### config.mk
export PLATFORM = sky130hd
export DESIGN_NAME = alu_result_buffer
export DESIGN_NICKNAME = d
export VERILOG_FILES = /design/src/rtl/alu_result_buffer.sv
export SDC_FILE = /design/constraint.sdc
export NUM_CORES = 1
export LEC_CHECK = 0
export ABC_AREA = 1
export BUFFER_PORTS_ARGS = -buffer_cell sky130_fd_sc_hd__buf_2
export CAP_MARGIN = 20
export CORE_MARGIN = 1.5
export CORE_UTILIZATION = 56
export CTS_CLUSTER_SIZE = 40
export DETAILED_ROUTE_END_ITERATION = 12
export PLACE_DENSITY_LB_ADDON = 0.12
export SLEW_MARGIN = 0
export SYNTH_ARGS = -nofsm -noshare
export SYNTH_HDL_FRONTEND = slang
export SYNTH_SLANG_ARGS = --single-unit
export TNS_END_PERCENT = 30
### constraint.sdc
create_clock -name clk -period 2.5 [get_ports clk]
set_input_delay 0.75 -clock clk [delete_from_list [all_inputs] [get_ports clk]]
set_output_delay 0.75 -clock clk [all_outputs]
set_load 0.01 [all_outputs]
### src/rtl/alu_result_buffer.sv
// FWFT capture FIFO for ALU results: snapshots {sel, c, carry, mul_out} on in_valid
// and hands them to a slower consumer over a valid/ready handshake.
module alu_result_buffer #(
  parameter int DEPTH = 4,
  parameter int PTR_W = 2
) (
  input  logic             clk,
  input  logic             rst,
  input  logic             in_valid,
  output logic             in_ready,
  input  logic [3:0]       sel,
  input  logic [3:0]       c,
  input  logic             carry,
  input  logic [7:0]       mul_out,
  output logic             out_valid,
  input  logic             out_ready,
  output logic [3:0]       out_sel,
  output logic [3:0]       out_c,
  output logic             out_carry,
  output logic [7:0]       out_mul,
  output logic [PTR_W:0]   count,
  output logic             full,
  output logic             drop,
  output logic [15:0]      op_seen
);

  localparam logic [PTR_W:0] full_count_c = (PTR_W + 1)'(DEPTH);

  logic [16:0]      mem_r [DEPTH];
  logic [PTR_W-1:0] wr_ptr_r;
  logic [PTR_W-1:0] rd_ptr_r;
  logic [PTR_W:0]   count_r;
  logic             full_r;
  logic             valid_r;
  logic             drop_r;
  logic [15:0]      op_seen_r;

  logic             push_s;
  logic             pop_s;
  logic [PTR_W:0]   next_count_s;
  logic [16:0]      head_s;

  // Handshake decode and next occupancy; a full buffer still accepts when the head leaves.
  always_comb begin
    pop_s        = 1'b0;
    push_s       = 1'b0;
    next_count_s = count_r;
    pop_s        = valid_r & out_ready;
    push_s       = in_valid & (~full_r | pop_s);
    case ({push_s, pop_s})
      2'b10:   next_count_s = count_r + {{PTR_W{1'b0}}, 1'b1};
      2'b01:   next_count_s = count_r - {{PTR_W{1'b0}}, 1'b1};
      default: next_count_s = count_r;
    endcase
  end

  // Pointer, occupancy and sticky status registers; full/valid are kept registered alongside count.
  always_ff @(posedge clk) begin
    if (rst) begin
      wr_ptr_r  <= {PTR_W{1'b0}};
      rd_ptr_r  <= {PTR_W{1'b0}};
      count_r   <= {(PTR_W + 1){1'b0}};
      full_r    <= 1'b0;
      valid_r   <= 1'b0;
      drop_r    <= 1'b0;
      op_seen_r <= 16'h0000;
    end else begin
      if (push_s) begin
        wr_ptr_r           <= wr_ptr_r + {{(PTR_W - 1){1'b0}}, 1'b1};
        op_seen_r[sel]     <= 1'b1;
      end
      if (pop_s) begin
        rd_ptr_r <= rd_ptr_r + {{(PTR_W - 1){1'b0}}, 1'b1};
      end
      if (in_valid && !push_s) begin
        drop_r <= 1'b1;
      end
      count_r <= next_count_s;
      full_r  <= (next_count_s == full_count_c);
      valid_r <= (next_count_s != {(PTR_W + 1){1'b0}});
    end
  end

  // Entry storage; deliberately not reset, contents are only meaningful while valid.
  always_ff @(posedge clk) begin
    if (push_s && !rst) begin
      mem_r[wr_ptr_r] <= {sel, c, carry, mul_out};
    end
  end

  assign head_s    = mem_r[rd_ptr_r];
  assign out_sel   = head_s[16:13];
  assign out_c     = head_s[12:9];
  assign out_carry = head_s[8];
  assign out_mul   = head_s[7:0];
  assign out_valid = valid_r;
  assign in_ready  = ~full_r;
  assign full      = full_r;
  assign count     = count_r;
  assign drop      = drop_r;
  assign op_seen   = op_seen_r;

  alu_result_buffer_checker #(
    .DEPTH (DEPTH),
    .PTR_W (PTR_W)
  ) u_checker (
    .clk       (clk),
    .rst       (rst),
    .count     (count_r),
    .full      (full_r),
    .out_valid (valid_r)
  );

endmodule

// Occupancy invariants for alu_result_buffer.
module alu_result_buffer_checker #(
  parameter int DEPTH = 4,
  parameter int PTR_W = 2
) (
  input logic           clk,
  input logic           rst,
  input logic [PTR_W:0] count,
  input logic           full,
  input logic           out_valid
);

  localparam logic [PTR_W:0] full_count_c = (PTR_W + 1)'(DEPTH);

  a_count_bound: assert property (@(posedge clk) disable iff (rst) count <= full_count_c);
  a_full_implies_valid: assert property (@(posedge clk) disable iff (rst) !(full && !out_valid));

endmodule

==> impl_metrics.yaml <==
sta:
  hold_viol_final: 0
  worst_pin_slew_ns: 0.421
  min_period_ns: 2.39
  rsz0062_at_grt: "no"
  slew_headroom_pct: 71.9
  hold_ws_ns: 0.457
  fin_worst_skew_ns: 0.00829
  timing.fmax_mhz: 418
  setup_tns_ns: 0
  setup_viol: 0
  worst_slack_ns: 0.110
  period_share_pct: 95.6
  slew_viol_final: 0
floorplan:
  core-area_um2: 6420
  top_level_ports: 61
  dieWidth_um: 85.1
  start_util_pct: 58.8
  rows: 29
  die_area_um2: 7240
  fp.dieH_um: 85.1
global_routing:
  grt_usage_pct: 19.8
  grt_pass1_wl_um: 10800
  grt_pass1_vias: 2317
  antenna_found_initial: 0
  grt_start_max_net_pins: 35
  overflow: 0
detailed_routing:
  met2WireLength_um: 3290
  vias_per_cell: 5.22
  wl_met1_um: 3090
  drtIter0Drc: 181
  top_layer: "met4"
  vias: 2465
  dr.pass1.iters: 11
  routed-wl-met3_um: 294
  drc: 5
  wire_per_inst_um: 14.4
  ant_nets: 0
  wl_um: 6790
synth:
  synthTopCellsByArea: "edfxtp_1 54%, dfxtp_1 15%, nand2_1 4.7%"
  synth_top_area_cell: "edfxtp_1"
  syn-cell-area_um2: 3780
  seq_area_frac_synth_pct: 68.9
  synth.distinct_cells: 22
  synth_seq_cells: 96
  avgSynthCellArea_um2: 11.9
  netlist.area_leader.share_pct: 54.1
  netlist_instances: 318
  synth_warnings: 0
  synth_nets: 345
cts:
  cts_root_buf: "clkbuf_8"
  numCtsBuffers: 9
  cts_hold_buf: 0
  post_cts_buffers: 0
  tritoncts: "built"
  cts_sinks: 96
  ctsResizeCount: 0
  clk_latency_ns: 0.35
  clock_path_buffers: 2
  path_clk_slew_ns: 0.08
  htree_levels: 3
cells_and_area:
  nets: 417
  syn_to_final_growth_pct: 15.9
  drive_above_1_share_pct: 26.6
  nFillCells: 477
  antenna_cells: 0
  final_cell_area_um2: 4380
  final_common_cell: "edfxtp_1"
  layout_common_cells: "68 x edfxtp_1, 60 x buf_2, 47 x nand2_1, 47 x nor2_1, 29 x o21ai_1"
pwr:
  p_total_mw: 3.59
  ir_drop_mv: 0.451
  total_leakage_power_nw: 1.73
  power_density_nw_per_um2: 820
worst_setup_path:
  rr_worst_depth: 11
  cp_max_fo: 18
  endpoint_kind: "output port"
  path_class: "reg2out"
  slowest_stage: "dfxtp_1"
  crit_required_ns: 1.75
  r2r_end: "out_valid$_SDFF_PP0_"
  worst_path_largest_cell_delay_ns: 0.57
  regToRegStartpoint: "out_valid$_SDFF_PP0_"
  rrSetupSlack_ns: 0.62
  path_cells: "buf_12 > o21ai_0 > o22ai_1 > buf_2"
  start_kind: "flop"
  cp_data_arrival_time_ns: 1.64
hold_path:
  hold_class: "reg2reg"
  min_from: "drop$_SDFFE_PP0P_"
  timing.hold.worst_endpoint: "drop$_SDFFE_PP0P_"
  hold_depth: 2
placement:
  numPortBuffers: 60
  dp_slack_ns: 0.111
  dpl_cell_area_um2: 4160
  gp_congestion: 0.774
  dp_hpwl_um: 4350
flow_run:
  drv_cap: 0
run_status:
  outcome: "finished, violations left"
  violations: "design-rule violations"
==> cell families after synthesis <==
| group | after synthesis | synth area share (%) |
|---|---|---|
| compound gates | 78 | 12.6 |
| simple gates | 98 | 9.91 |
| buf+inv | 39 | 6.20 |
| fa+ha+maj | 6 | 2.19 |
| xor+xnor | 1 | 0.232 |
| flops | 96 | 68.9 |
==> worst max path at each step <==
stage	startpoint	endpoint	slack [ns]	depth (start not counted)
3_5_place_dp	out_ready	out_valid$_SDFF_PP0_	0.11	12
5_1_grt	flop	out_mul[3]	0.009	4
2_1_floorplan	out_ready	mem_r[0][0]$_DFFE_PP_	0.24	5
3_3_place_gp	out_ready	out_valid$_SDFF_PP0_	0.15	12
6_report	flop	out_sel[3]	0.11	4
4_1_cts	flop	out_sel[3]	0.08	4
==> layer usage <==
layer,up-vias,global-route usage (%)
met1,1159,25.0
met3,9,3.60
met4,0,10.1
li1,1240,-
met5,-,0
met2,57,32.9
==> report_power, final <==
part	total, mW	leakage [nW]	switching, mW	internal [mW]
registers	1.84	0.846	0.0524	1.79
logic	0.664	0.779	0.413	0.250
clock network	1.08	0.109	0.513	0.570
==> state kept, by name, summed over array words and instances, names as in the netlist, named ones only <==
register,cells
out_valid,1
wr_ptr_r,2
drop,1
full,1
rd_ptr_r,2
count,3
op_seen,16
mem_r,68
==> metrics by stage <==
stage               instances  util [%]
global route              472      68.1
CTS                       472      68.1
floorplan                 318         -
finish                    472      68.1
detailed placement        456      64.8
global placement          456      64.8
==> worst max-delay path, delay by kind of cell (launching register included) <==
family,cells,cell delay [ns]
buffers and inverters,2,0.38
AOI/OAI and AO/OA,2,0.34
DFF,1,0.57
==> final cells by class <==
| class | count | area [um^2] | share of cell area, % |
|---|---|---|---|
| clock buffers | 10 | 128 | 2.92 |
| clock inverters | 6 | 90.1 | 2.06 |
| inverters | 26 | 103 | 2.34 |
| multi-input cells | 183 | 940 | 21.5 |
| flip-flops and latches | 96 | 2600 | 59.5 |
| well taps | 77 | 96.3 | 2.20 |
| repair buffers | 74 | 418 | 9.55 |
==> Yosys cell counts, drive strengths merged <==
library cell,instances
ha,5
xor2,1
nor2,47
dfxtp,28
nand2,47
nand3,3
fa,1
buf,13
edfxtp,68
inv,26
o22ai,17
nand4,1
o21ai,55
a21oi,6
Note: power is estimated with default switching activity, not from simulation.
